[config.mk]
export PLATFORM = sky130hd
export DESIGN_NAME = text_pixel_render
export DESIGN_NICKNAME = d
export VERILOG_FILES = /design/src/rtl/text_pixel_render.sv
export SDC_FILE = /design/constraint.sdc
export NUM_CORES = 1
export LEC_CHECK = 0
export CAP_MARGIN = 20
export CORE_MARGIN = 3
export CORE_UTILIZATION = 30
export CTS_CLUSTER_DIAMETER = 120
export CTS_CLUSTER_SIZE = 12
export DETAILED_ROUTE_END_ITERATION = 10
export GPL_ROUTABILITY_DRIVEN = 0
export PLACE_DENSITY = 0.62
export SYNTH_ARGS = -nofsm -noshare
export SYNTH_HDL_FRONTEND = slang
export SYNTH_SLANG_ARGS = --single-unit
[constraint.sdc]
create_clock -name clk -period 1.53 [get_ports clk]
set_input_delay 0.459 -clock clk [delete_from_list [all_inputs] [get_ports clk]]
set_output_delay 0.459 -clock clk [all_outputs]
set_load 0.03 [all_outputs]
[src/rtl/text_pixel_render.sv]
// Text-mode pixel renderer: character-cell addressing, font lookup, cursor overlay
// and a 3-stage pixel pipeline with sync signals delayed to match.
module text_pixel_render #(
  parameter int COLS         = 80,
  parameter int ROWS         = 30,
  parameter int BLINK_FRAMES = 30
) (
  input  logic        clk,
  input  logic        rst,
  input  logic [9:0]  pixel_x,
  input  logic [9:0]  pixel_y,
  input  logic        video_on,
  input  logic        hsync_in,
  input  logic        vsync_in,
  output logic [6:0]  HorzPos,
  output logic [5:0]  LineCount,
  input  logic [7:0]  ASCII,
  input  logic [7:0]  TextColor,
  output logic [11:0] font_addr,
  input  logic [7:0]  font_row,
  input  logic [6:0]  cursor_col,
  input  logic [5:0]  cursor_row,
  input  logic        cursor_en,
  output logic [7:0]  rgb,
  output logic        hsync_out,
  output logic        vsync_out
);

  localparam logic [7:0] COLS_L     = 8'(COLS);
  localparam logic [6:0] ROWS_L     = 7'(ROWS);
  localparam logic [5:0] BLINK_LAST = 6'(BLINK_FRAMES - 1);

  logic       in_range, cursor_hit;
  logic [2:0] gcol1, gcol2;
  logic [3:0] grow1;
  logic       von1, inr1, cur1, hs1, vs1;
  logic       von2, inr2, cur2, hs2, vs2, inv2;
  logic [7:0] color2;
  logic [5:0] frame_cnt;
  logic       blink_phase;
  logic [2:0] bit_sel;
  logic       pix_bit;
  logic [7:0] rgb_next;

  assign HorzPos   = pixel_x[9:3];
  assign LineCount = pixel_y[9:4];

  always_comb begin
    in_range   = ({1'b0, pixel_x[9:3]} < COLS_L) && ({1'b0, pixel_y[9:4]} < ROWS_L);
    cursor_hit = cursor_en && blink_phase
                 && (pixel_x[9:3] == cursor_col) && (pixel_y[9:4] == cursor_row)
                 && (pixel_y[3:0] >= 4'd14);
  end

  always_ff @(posedge clk) begin
    if (rst) begin
      gcol1 <= '0;
      grow1 <= '0;
      von1  <= 1'b0;
      inr1  <= 1'b0;
      cur1  <= 1'b0;
      hs1   <= 1'b1;
      vs1   <= 1'b1;
    end else begin
      gcol1 <= pixel_x[2:0];
      grow1 <= pixel_y[3:0];
      von1  <= video_on;
      inr1  <= in_range;
      cur1  <= cursor_hit;
      hs1   <= hsync_in;
      vs1   <= vsync_in;
    end
  end

  always_ff @(posedge clk) begin
    if (rst) begin
      font_addr <= '0;
      color2    <= '0;
      inv2      <= 1'b0;
      gcol2     <= '0;
      von2      <= 1'b0;
      inr2      <= 1'b0;
      cur2      <= 1'b0;
      hs2       <= 1'b1;
      vs2       <= 1'b1;
    end else begin
      font_addr <= {1'b0, ASCII[6:0], grow1};
      color2    <= TextColor;
      inv2      <= ASCII[7];
      gcol2     <= gcol1;
      von2      <= von1;
      inr2      <= inr1;
      cur2      <= cur1;
      hs2       <= hs1;
      vs2       <= vs1;
    end
  end

  // vs2 is vs1 one clock later, so (vs2 & ~vs1) marks the falling edge of the S1 vsync.
  always_ff @(posedge clk) begin
    if (rst) begin
      frame_cnt   <= '0;
      blink_phase <= 1'b1;
    end else if (vs2 && !vs1) begin
      if (frame_cnt == BLINK_LAST) begin
        frame_cnt   <= '0;
        blink_phase <= ~blink_phase;
      end else begin
        frame_cnt <= frame_cnt + 6'd1;
      end
    end
  end

  // ~gcol equals 7-gcol for a 3-bit column: bit7 is the leftmost glyph pixel.
  // Inverse video swaps fg/bg after the cursor force, i.e. flips the selected bit.
  always_comb begin
    bit_sel  = ~gcol2;
    pix_bit  = font_row[bit_sel] | cur2;
    rgb_next = (von2 && inr2 && (pix_bit ^ inv2)) ? color2 : '0;
  end

  always_ff @(posedge clk) begin
    if (rst) begin
      rgb       <= '0;
      hsync_out <= 1'b1;
      vsync_out <= 1'b1;
    end else begin
      rgb       <= rgb_next;
      hsync_out <= hs2;
      vsync_out <= vs2;
    end
  end

endmodule

* After elaboration in Yosys (flattened, before gate mapping)
Index checks and enable logic that the tools add are counted.
** Cells by class
- $add $sub $neg :: 1
- Magnitude comparators :: 4
- Eq/ne operators :: 3
- Mux-type cells :: 3
- Bitwise gates (word level) :: 5
- Reductions and logical operators :: 11
** Operators by type and width (number)
- 1-bit logical AND :: 8
- 7-bit == test :: 1
- 7-bit < comparator, second input constant :: 1
- 6-bit by 1-bit adder with 6-bit output, second input constant :: 1
- 6-bit by 5-bit == test with 1-bit output, second input constant :: 1
- 6-bit == test :: 1
- 6-bit by 5-bit < comparator with 1-bit output, second input constant :: 1
- 6-bit two-way mux :: 1
- 4-bit >= comparator, second input constant :: 1
- 3-bit by 4-bit < comparator with 1-bit output, second input constant :: 1
- 1-bit binary-select mux with 3-bit select :: 1
- 3-bit NOT :: 1
- 1-bit NOT :: 2
- 2-bit AND reduction :: 1
- 2-bit OR reduction :: 1
- 1-bit zero test :: 1
- 1-bit two-way mux :: 1
- 1-bit OR :: 1
- 1-bit XOR :: 1
** Word-level totals
- Flip-flop bits (word level) :: 58
- Bits of input ports :: 63
- Output and inout bits :: 35
- Word-level logic and storage cells :: 49

* Depth between registers and ports, before layout
Gate-level depths: netlist of run 1.
- Depth in word-level cells :: 8
- Gate-level depth with buffers :: 7
- Mapped depth without buffers :: 6

* Worst setup path after synthesis of run 1
OpenSTA, ideal clock, no wires.
- Path type :: register to register
- Start :: register gcol2[2]
- End :: register rgb[0]
- Arrival time :: 1.322 ns
- Required time :: 1.411 ns
- Setup slack :: 0.089 ns
- Stages on the path, launching flop included :: 7
- Path buffers :: 2
- Clock period less this slack :: 1.441 ns
- Cells stage by stage :: dfxtp_1 -> buf_6 -> mux2i_1 -> mux4_2 -> nor2b_4 -> buf_6 -> mux2i_1
** On the way
- Word-level cells in the longest chain between the ends :: 8
** RTL lines
- start, declared :: RTL line 34 : logic [2:0] gcol1, gcol2;
- start signal, assigned :: RTL line 90 : gcol2 <= gcol1;
- 3-bit NOT :: RTL line 117 : bit_sel = ~gcol2;
- 1-bit binary-select mux with 3-bit select :: RTL line 118 : pix_bit = font_row[bit_sel] | cur2;
- 1-bit two-way mux (implied by the code) :: RTL line 118
- 1-bit OR :: RTL line 118
- 1-bit XOR :: RTL line 119 : rgb_next = (von2 && inr2 && (pix_bit ^ inv2)) ? color2 : '0;
- 1-bit logical AND :: RTL line 119
- 1-bit NOT (no source line)
- 2-bit OR reduction (no source line)
- end signal, assigned :: RTL line 128 : rgb <= rgb_next;
- end, declared :: RTL line 24 : output logic [7:0] rgb,
No other way between the ends. The select of a mux whose other input is x is not followed.
A chain may end at the register's enable or synchronous reset.

* Worst setup path after layout of run 1
- Start :: register vsync_out
- End :: output vsync_out
** RTL lines
- start, declared :: RTL line 26 : output logic vsync_out
- start signal, assigned :: RTL line 130 : vsync_out <= vs2;
No word-level cell between the ends.

==> impl_results.md, run 1 <==
* Fin crit share at 96.57%
* Power density cells at approximately 1000 nW/µm²
* Fmax at 0.6768 GHz
* Worst Setup Start Kind: flop
* Status: completed
* Largest net degree at the start of global routing at 20
* Synth warnings at 0
* DRC Markers at 0
* Tmin final at 1.477 ns
* Clock Tree Buf Depth at 2
* Seq cells post-synth at 57
* Global-route wire length before repair at 7327 µm
* Layout area overhead at 56.37%
* Starting DRT DRC Count at 31
* CTS root buf: clkbuf_8
* Hold Fails Final Rpt at 0
* Top delay family on crit path: buffers and inverters
* Setup TNS at 0 ns
* Share of Yosys cell area claimed by the top area cell type at between 50% and 60%
* Synth top area cells: dfxtp_1 53%, nor2b_1 10%, xnor2_1 6.9%
* Die width at 90.85 µm
* Synth unique cells at 26
* Clock skew at approximately 0.0055 ns
* GRT Overall Usage at 11.43%
* # IOs at 98
* Slowest stage cell, crit path: clkdlybuf4s15_1
* Post-CTS Setup Inserts at 0
* Max-slew violations at 0
* Die H at 90.85 µm
* Critical Path End Type: output pin
* Kind of critical path: flop to output pin
* Worst path cell trace: clkdlybuf4s15_1
* Crit path DAT at around 1.0 ns
* Worst skew pair latency at 0.33 ns
* Syn Nets at 269
* Post-synth EDFFs at 0
* Most frequent cell after synthesis: dfxtp_1
* Leakage Power at 1.413 nW
* Vias in the first global route at 1,618
* Drt pass-1 iters at 3
* Buf/Inv on CP at 1
* Syn Area/Cell at about 11 µm²
* WP data required at about 1.1 ns
* Hold_buf cts at 0
* Asr flop ratio synth at 0%
* Initial antenna violation count at 0
* Synth area leader: dfxtp_1
* Area of the die at about 8300 µm²
* Clock Sink Count at 57
* Synth Flop Type: dfxtp_1
* Worst path max stage delay at 0.37 ns
* Share of cells above drive strength 1 at between 10% and 20%
* Synth top cells by count: 57 x dfxtp_1, 35 x nor2b_1, 17 x xnor2_1, 14 x buf_4, 12 x mux2i_1
* Placed inst area at roughly 3200 µm²
* Crit path max fanout at 1
* CTS buffer count at 9
* CTS H-tree lvls at 3
* Final instance area at 3377 µm²
* Via density at 4.062
* PortBufs at 96
* Net count, final at 366
* CTS tree: yes
* Initial Util at 31.44%
* Register area share after synthesis at 52.84%
* # diodes at 0
* Max cap viols at 0
* # fillers at about 670
* Final setup fails at 0
* Worst Hold Class: flop to flop
* Synth Instances at approximately 200
* Clock-pin slew on the worst setup and hold paths at approximately 0.06 ns
* Synth Cell Area at 2160 µm²
* Hpwl dp at 3364 µm
* Routed via count at 1,629
* Gr ovfl total at 0
* Power, Total at 3.391 mW
* Wire per inst at between 10 and 15 µm
* Max VDD drop at 0.0004223 V
* RSZ-0062 raised after global routing: yes
* Number of antenna-violating nets in the routed design at 0
* Final WL at ~4400 µm
* Hold Slack at 0.4096 ns
* Core Area at 6869 µm²
* Num rows at 30
==> stage by stage <==
stage | std cells | utilization (%) | setup WS (ns)
global route | 401 | 49.16 | -0.02384
floorplan | 204 | - | 0.08906
finish | 401 | 49.16 | 0.05253
global placement | 386 | 45.88 | -0.3444
CTS | 401 | 48.83 | -0.001514
detailed placement | 386 | 45.88 | -0.3741
==> cell usage in the layout (no fill, tap or decap), drive strengths merged <==
cell type,n
clkinv,2
nand4,5
nor2,8
dlygate4sd2,22
nand2b,1
xor2,2
nor3,2
dfxtp,57
mux2i,12
bufinv,1
nand3b,9
buf,26
clkdlybuf4s15,12
conb,1
ha,2
nor2b,36
xnor2,17
or2,7
nand3,9
dlymetal6s2s,6
mux4,1
clkdlybuf4s50,41
inv,2
and4,1
clkbuf,14
o21ai,1
nor4,2
nand2,5
a211oi,1
==> layer usage <==
layer	global-route usage (%)	part of all wire, %	up-vias
met5	0	0	-
met1	12.20	41	716
li1	-	-	844
met3	6.500	9.5	6
met4	6.030	1.4	0
met2	17.91	48	63
==> cells by family (layout without fill, tap and decap cells) <==
| family | after synthesis | count (layout) | synth area share [%] |
|---|---|---|---|
| simple gates | 85 | 85 | 23.46 |
| flops | 57 | 57 | 52.84 |
| xor+xnor | 19 | 19 | 7.706 |
| mux | 13 | 13 | 6.605 |
| compound gates | 2 | 2 | 0.5793 |
| other cells | 1 | 1 | 0.1736 |
| buf+inv | 25 | 126 | 7.474 |
| fa+ha+maj | 2 | 2 | 1.159 |
==> area by class of cell <==
class | count | area [µm²] | share of cell area (%)
well taps | 96 | 120.1 | 3.557
flip-flops and latches | 57 | 1145 | 33.90
repair buffers | 109 | 1052 | 31.16
clock inverters | 3 | 40.04 | 1.186
clock buffers | 12 | 155.1 | 4.594
inverters | 2 | 7.507 | 0.2223
multi-input cells | 122 | 857.1 | 25.38
==> path summary, 6_finish.rpt <==
check	start	end	slack, ns	cells after the start
worst max register to register	gcol2[2]	rgb[6]	0.09	4
worst min register to register	hs1	hs2	0.41	1
worst max-delay path	vsync_out	vsync_out	0.05	1
worst min-delay path	hs1	hs2	0.41	1
==> where the power goes <==
group	leakage, nW	internal (mW)	switching, mW	total, mW
registers	0.470	1.54	0.0237	1.56
logic	0.841	0.270	0.187	0.457
clock network	0.102	0.826	0.546	1.37
total	1.41	2.64	0.756	3.39
==> sequential cells by signal (all words and copies together), names as in the netlist <==
| register | flops |
|---|---|
| vsync_out | 1 |
| hs2 | 1 |
| cur2 | 1 |
| von1 | 1 |
| gcol2 | 3 |
| vs2 | 1 |
| rgb | 8 |
| hs1 | 1 |
| color2 | 8 |
| frame_cnt | 6 |
| von2 | 1 |
| cur1 | 1 |
| hsync_out | 1 |
| font_addr | 11 |
| gcol1 | 3 |
| inv2 | 1 |
| vs1 | 1 |
| blink_phase | 1 |
| inr1 | 1 |
| grow1 | 4 |
| inr2 | 1 |
==> timing repair <==
item                                    in CTS  in global routing
gates resized for setup                     52                 21
hold endpoints to repair                     0                  0
endpoints found under the setup margin      42                 21
No activity file was read; power rests on OpenSTA's default activity.
==> inputs of run 2 (changes only) <==
- CTS_CLUSTER_SIZE: 12 -> not set
==> results of run 2 <==
No change in the layout: final DEF, timing and power equal those of run 1.
==> inputs of run 3 (changes only) <==
- ABC_CLOCK_PERIOD_IN_PS: not set -> 1530
- HOLD_SLACK_MARGIN: not set -> 0.03
==> results of run 3 <==
No change in the layout: final DEF, timing and power equal those of run 1.
